`src/rtl/core_pkg.sv`:
```
// Shared types and encodings for the 8-bit core control unit: FSM states,
// ALU operation codes, opcode values and instruction field positions.
package core_pkg;

    typedef enum logic [2:0] {
        FETCH  = 3'd0,
        DECODE = 3'd1,
        EXEC   = 3'd2,
        MEM    = 3'd3,
        WB     = 3'd4,
        BRANCH = 3'd5,
        HALTED = 3'd6
    } state_e;

    typedef enum logic [1:0] {
        ALU_ADD  = 2'b00,
        ALU_SUB  = 2'b01,
        ALU_NAND = 2'b10,
        ALU_OR   = 2'b11
    } alu_op_e;

    localparam logic [3:0] OP_LOAD  = 4'b0000;
    localparam logic [3:0] OP_HALT  = 4'b0001;
    localparam logic [3:0] OP_STORE = 4'b0010;
    localparam logic [3:0] OP_ADD   = 4'b0100;
    localparam logic [3:0] OP_BZ    = 4'b0101;
    localparam logic [3:0] OP_SUB   = 4'b0110;
    localparam logic [3:0] OP_NAND  = 4'b1000;
    localparam logic [3:0] OP_BNZ   = 4'b1001;
    localparam logic [3:0] OP_BPZ   = 4'b1101;

    // ORI is recognised on the low three bits only; bit 3 belongs to its immediate.
    localparam logic [2:0] OP_ORI   = 3'b111;
    localparam logic [1:0] ORI_REG  = 2'd1;

    localparam int RA_MSB = 7;
    localparam int RA_LSB = 6;
    localparam int RB_MSB = 5;
    localparam int RB_LSB = 4;
    localparam int OP_MSB = 3;
    localparam int OP_LSB = 0;

    function automatic logic is_ori_op(input logic [7:0] ins);
        return ins[2:0] == OP_ORI;
    endfunction

endpackage

```
`src/rtl/control_fsm_mem_timeout_ctr.sv`:
```
// Memory wait watchdog: counts consecutive cycles a request is held without
// mem_ready and flags the cycle in which the count reaches LIMIT.
module mem_timeout_ctr #(
    parameter int LIMIT = 4
) (
    input  logic clk,
    input  logic rst,
    input  logic active,
    input  logic ready,
    output logic expired
);
    localparam int W = $clog2(LIMIT + 1);

    logic [W-1:0] count_reg;
    logic [W-1:0] count_next;

    // Any cycle without an outstanding stalled request returns the count to zero,
    // so every new request starts from a clean count.
    always_comb begin
        count_next = '0;
        if (active && !ready) begin
            count_next = count_reg + 1'b1;
        end
    end

    always_ff @(posedge clk) begin
        if (rst) begin
            count_reg <= '0;
        end else begin
            count_reg <= count_next;
        end
    end

    assign expired = active && !ready && (count_next == W'(LIMIT));

endmodule

```
`src/rtl/control_fsm.sv`:
```
// Multicycle control unit for the 8-bit core. Build option CTRL_ILLEGAL_TRAP_EN
// turns illegal opcodes into an error halt instead of a NOP.
module control_fsm
    import core_pkg::*;
#(
    parameter int MEM_TIMEOUT = 0
) (
    input  logic       clk,
    input  logic       rst,
    input  logic [7:0] instr,
    input  logic       flag_z,
    input  logic       flag_n,
    input  logic       mem_ready,
    output logic       mem_req,
    output logic       mem_we,
    output logic       addr_sel,
    output logic       ir_load,
    output logic       mdr_load,
    output logic       pc_inc,
    output logic       pc_branch,
    output logic [1:0] reg_a,
    output logic [1:0] reg_b,
    output logic [1:0] reg_w,
    output logic       rf_write,
    output logic       wb_sel,
    output logic [1:0] alu_op,
    output logic       alu_b_imm,
    output logic       flag_write,
    output logic       halted,
    output logic       err
);

    state_e state_reg, state_next;
    logic   err_reg, err_next;
    logic   idle_reg;
    logic   timeout_hit;

    logic       is_load, is_store, is_alu, is_ori, is_branch, is_halt, br_cond;
    alu_op_e    op_alu;
    logic [3:0] opcode;
    logic [1:0] sel_a;

    assign opcode = instr[OP_MSB:OP_LSB];
    assign sel_a  = is_ori ? ORI_REG : instr[RA_MSB:RA_LSB];

    always_comb begin
        is_load   = 1'b0;
        is_store  = 1'b0;
        is_alu    = 1'b0;
        is_ori    = 1'b0;
        is_branch = 1'b0;
        is_halt   = 1'b0;
        br_cond   = 1'b0;
        op_alu    = ALU_ADD;
        if (is_ori_op(instr)) begin
            is_alu = 1'b1;
            is_ori = 1'b1;
            op_alu = ALU_OR;
        end else begin
            case (opcode)
                OP_LOAD:  is_load = 1'b1;
                OP_STORE: is_store = 1'b1;
                OP_ADD:   begin is_alu = 1'b1; op_alu = ALU_ADD;  end
                OP_SUB:   begin is_alu = 1'b1; op_alu = ALU_SUB;  end
                OP_NAND:  begin is_alu = 1'b1; op_alu = ALU_NAND; end
                OP_BZ:    begin is_branch = 1'b1; br_cond = flag_z;  end
                OP_BNZ:   begin is_branch = 1'b1; br_cond = !flag_z; end
                OP_BPZ:   begin is_branch = 1'b1; br_cond = !flag_n; end
                OP_HALT:  is_halt = 1'b1;
                default:  ;
            endcase
        end
    end

    generate
        if (MEM_TIMEOUT > 0) begin : g_timeout
            mem_timeout_ctr #(
                .LIMIT(MEM_TIMEOUT)
            ) u_timeout (
                .clk     (clk),
                .rst     (rst),
                .active  (mem_req),
                .ready   (mem_ready),
                .expired (timeout_hit)
            );
        end else begin : g_no_timeout
            assign timeout_hit = 1'b0;
        end
    endgenerate

    // idle_reg marks the first cycle after reset, which issues no request.
    always_ff @(posedge clk) begin
        if (rst) begin
            state_reg <= FETCH;
            err_reg   <= 1'b0;
            idle_reg  <= 1'b1;
        end else begin
            state_reg <= state_next;
            err_reg   <= err_next;
            idle_reg  <= 1'b0;
        end
    end

    always_comb begin
        state_next = state_reg;
        err_next   = err_reg;
        case (state_reg)
            FETCH: begin
                if (timeout_hit) begin
                    state_next = HALTED;
                    err_next   = 1'b1;
                end else if (mem_ready && !idle_reg) begin
                    state_next = DECODE;
                end
            end
            DECODE: begin
                if (is_halt) begin
                    state_next = HALTED;
                end else if (is_branch) begin
                    state_next = BRANCH;
                end else if (is_load || is_store) begin
                    state_next = MEM;
                end else if (is_alu) begin
                    state_next = EXEC;
                end else begin
`ifdef CTRL_ILLEGAL_TRAP_EN
                    state_next = HALTED;
                    err_next   = 1'b1;
`else
                    state_next = FETCH;
`endif
                end
            end
            MEM: begin
                if (timeout_hit) begin
                    state_next = HALTED;
                    err_next   = 1'b1;
                end else if (mem_ready) begin
                    state_next = is_load ? WB : FETCH;
                end
            end
            EXEC, WB, BRANCH: state_next = FETCH;
            HALTED:           state_next = HALTED;
            default:          state_next = FETCH;
        endcase
    end

    always_comb begin
        mem_req    = 1'b0;
        mem_we     = 1'b0;
        addr_sel   = 1'b0;
        ir_load    = 1'b0;
        mdr_load   = 1'b0;
        pc_inc     = 1'b0;
        pc_branch  = 1'b0;
        reg_a      = 2'd0;
        reg_b      = 2'd0;
        reg_w      = 2'd0;
        rf_write   = 1'b0;
        wb_sel     = 1'b0;
        alu_op     = ALU_ADD;
        alu_b_imm  = 1'b0;
        flag_write = 1'b0;
        halted     = 1'b0;
        err        = err_reg;
        if (state_reg != FETCH) begin
            reg_a = sel_a;
            reg_b = instr[RB_MSB:RB_LSB];
            reg_w = sel_a;
        end
        case (state_reg)
            FETCH: begin
                mem_req = 1'b1;
                ir_load = mem_ready;
                pc_inc  = mem_ready;
            end
            MEM: begin
                mem_req  = 1'b1;
                addr_sel = 1'b1;
                mem_we   = is_store;
                mdr_load = is_load && mem_ready;
            end
            EXEC: begin
                rf_write   = 1'b1;
                flag_write = 1'b1;
                alu_op     = op_alu;
                alu_b_imm  = is_ori;
            end
            WB: begin
                rf_write = 1'b1;
                wb_sel   = 1'b1;
            end
            BRANCH: pc_branch = br_cond;
            HALTED: halted = 1'b1;
            default: ;
        endcase
        // Datapath strobes must never coincide with a reset cycle.
        if (rst) begin
            ir_load    = 1'b0;
            mdr_load   = 1'b0;
            pc_inc     = 1'b0;
            pc_branch  = 1'b0;
            rf_write   = 1'b0;
            flag_write = 1'b0;
        end
        if (idle_reg) begin
            mem_req  = 1'b0;
            mem_we   = 1'b0;
            addr_sel = 1'b0;
            ir_load  = 1'b0;
            pc_inc   = 1'b0;
            reg_a    = 2'd0;
            reg_b    = 2'd0;
            reg_w    = 2'd0;
            halted   = 1'b0;
            err      = 1'b0;
        end
    end

endmodule

```
`config.mk`:
```
export PLATFORM = sky130hd
export DESIGN_NAME = control_fsm
export DESIGN_NICKNAME = d
export VERILOG_FILES = /design/src/rtl/core_pkg.sv /design/src/rtl/control_fsm_mem_timeout_ctr.sv /design/src/rtl/control_fsm.sv
export SDC_FILE = /design/constraint.sdc
export NUM_CORES = 1
export LEC_CHECK = 0
export CAP_MARGIN = 20
export CORE_AREA = 4 4 42 44
export CTS_BUF_LIST = sky130_fd_sc_hd__clkbuf_4 sky130_fd_sc_hd__clkbuf_8
export DETAILED_ROUTE_END_ITERATION = 6
export DIE_AREA = 0 0 46 48
export GPL_ROUTABILITY_DRIVEN = 0
export PLACE_DENSITY = 0.76
export SLEW_MARGIN = 20
export SYNTH_ARGS = -nofsm -noshare
export SYNTH_HDL_FRONTEND = slang
export SYNTH_SLANG_ARGS = --single-unit
```
`constraint.sdc`:
```
create_clock -name clk -period 1.35 [get_ports clk]
set_input_delay 0.2025 -clock clk [delete_from_list [all_inputs] [get_ports clk]]
set_output_delay 0.2025 -clock clk [all_outputs]
set_load 0.02 [all_outputs]
```
==> results.toml <==
[outcome]
status = "finished, violations left"
violations = "negative setup slack"

[global_routing]
overflow = 0
antenna_found_initial = 0
grt_pass1_vias = 630
grt.total_usage_pct = 18.39
grt_pass1_wl_mm = 2.842
grt_max_degree = 10

[synthesis]
synth_top_area_share_pct = 16.98
netlist_area_um2 = 471.7
syn_area_per_cell_um2 = 6.644
ys_types = 31
yosysWarnings = 0
yosys.area.top_type = "dfxtp_1"
postSynthCellCount = 71
syn-num-nets = 84
synth-seq-cells = 4
seq_area_frac_synth_pct = 16.98
ys_top_cells_by_area = "dfxtp_1 17%, nor2_1 8.0%, buf_4 6.4%"

[layout]
diodes = 0
layout.nets = 137
drive_above_1_share_pct = 58.20
layout_common_cells = "31 x buf_4, 11 x buf_6, 9 x nor2_1, 6 x nand2_1, 6 x clkdlybuf4s50_1"
largest_reg_flops = 3
final_common_cell = "buf_4"
area_growth_pct = 124.9
final_area_um2 = 1061
stdcell_count = 138

[timing]
period_needed_ns = 1.470
fin_crit_sh_pct = 108.9
worst_slack_ns = -0.1202
slew_violations = 0
hold_slack_ns = 0.5233
finalHoldViolations = 0
rsz0062_at_grt = "yes"
finalSetupViolCount = 13
max_freq_mhz = 680.2
fin_skew_ns = 0.003499

[route]
vias = 720
via_per_inst = 5.217
drt-total-wl_mm = 2.026
drc_errors = 0
ant_nets = 0
dr.first_iter.drc_count = 11
first_pass_iters = 4
wire_per_inst_um = 14.68

[power]
p_sw_share_pct = 31.92
pwr-share-clk_pct = 27.5
leakagePower_nw = 0.4841
seqPwrFrac_pct = 25.0
peakVddDrop_uv = 722.5
switchingPower_uw = 167.5
p_int_uw = 357.2
power_density_nw_per_um2 = 494.6
pwr-share-comb_pct = 47.5

[clock_network]
h-tree-depth = 1
cts_buffers = 3
insertion_delay_ns = 0.23
clock_sinks = 4
cts_root_buf = "clkbuf_4"
clkTransAtPathRegs_ns = 0.04
cts_tree = "yes"
clock_path_buffers = 2
cts_hold_buffers = 0

[setup_path]
cp_max_fo = 4
startpoint_type = "register"
path_class = "reg -> out"
worstSetupEndpointType = "output pin"
arrival_ns = 1.27
required_ns = 1.15

[floorplan]
rows = 14
io_pins = 34
die_x_um = 46
die_area_um2 = 2208
core_area_um2 = 1436
initial_core_util_pct = 32.84
die_h_um = 48

[place]
port_buffers = 32
dpl_cell_area_um2 = 939.7
dpl.hpwl_mm = 1.526
place_inst = 131
place_ws_ns = -0.7726

[worst_hold_path]
hp-class = "in -> reg"

[run]
cap_violations = 0
[final cells by class]
cell class / instances / area [um2]
inverters: 3 / 13.76
flip-flops and latches: 4 / 88.84
well taps: 16 / 20.02
clock buffers: 3 / 22.52
repair buffers: 56 / 481.7
multi-input cells: 56 / 434.2
fillers: 122 / 375.4
[cells in the mapped netlist (all sizes together)]
cell type / instances
a2111oi: 1
o31a: 1
or2b: 1
o21a: 1
o21ai: 1
nand2: 7
a211o: 1
dfxtp: 4
nor2: 10
nand4b: 2
inv: 3
nand3b: 1
and3: 2
nor4b: 1
conb: 1
o41a: 1
nor2b: 3
nand3: 3
a21oi: 5
nor3b: 2
and2: 2
buf: 8
a211oi: 1
a311oi: 1
nor3: 6
nand2b: 2
[worst paths after layout]
path | cells after the start | slack (ns) | end | startpoint
worst min-delay path | 3 | 0.52 | idle_reg$_DFF_P_ | rst
worst min register to register | 3 | 0.75 | state_reg[0]$_SDFFE_PP0P_ | state_reg[1]$_SDFFE_PP0P_
worst max-delay path | 5 | -0.12 | mem_we | state_reg[2]$_SDFFE_PP0P_
worst max register to register | 5 | 0.06 | state_reg[2]$_SDFFE_PP0P_ | state_reg[0]$_SDFFE_PP0P_
[power by group through the flow]
stage / clock network, mW / logic [mW] / registers [mW]
floorplan: 0 / 0.0983 / 0.132
global placement: 0 / 0.215 / 0.130
detailed placement: 0 / 0.221 / 0.131
CTS: 0.154 / 0.235 / 0.130
global route: 0.165 / 0.267 / 0.131
finish: 0.144 / 0.249 / 0.131
[per-stage QoR]
| stage | total power [mW] | util, % | TNS (ns) |
|---|---|---|---|
| finish | 0.5248 | 73.87 | -0.7015 |
| detailed placement | 0.3515 | 65.42 | -11.41 |
| CTS | 0.5191 | 70.03 | -0.8401 |
| global placement | 0.3459 | 65.42 | -10.75 |
| global route | 0.5630 | 73.87 | -1.725 |
| floorplan | 0.2307 | - | -0.03694 |
[critical path, stage by stage, from the launching register on]
cell      delay (ns)
dfxtp_2         0.32
buf_6           0.13
nor2b_4         0.11
nand4b_1        0.13
nor3b_2         0.19
buf_4           0.17
[what timing repair did]
action / CTS / global route
setup buffers: 4 / 0
endpoints found under the hold margin: 0 / 0
endpoints found under the setup margin: 22 / 20
pin swaps: 7 / 8
resized for setup: 130 / 15
gates cloned: 0 / 0
[logic make-up after synthesis]
logic type	count (synthesis)	synth area share, %
buffers and inverters	11	13.00
other	1	0.7950
flip-flops	4	16.98
AND/OR/NAND/NOR	42	49.60
AO/OA/AOI/OAI	13	19.63
[routing by layer]
layer / global-route usage, % / part of all wire [%] / routed length (um) / vias up
met5: 0 / 0 / 0 / -
li1: - / - / - / 348
met3: 7.519 / 6.3 / 127 / 6
met4: 7.386 / 1.5 / 31 / 0
met1: 18.95 / 35 / 706 / 339
met2: 32.97 / 57 / 1161 / 27
No activity file was read; power rests on OpenSTA's default activity.
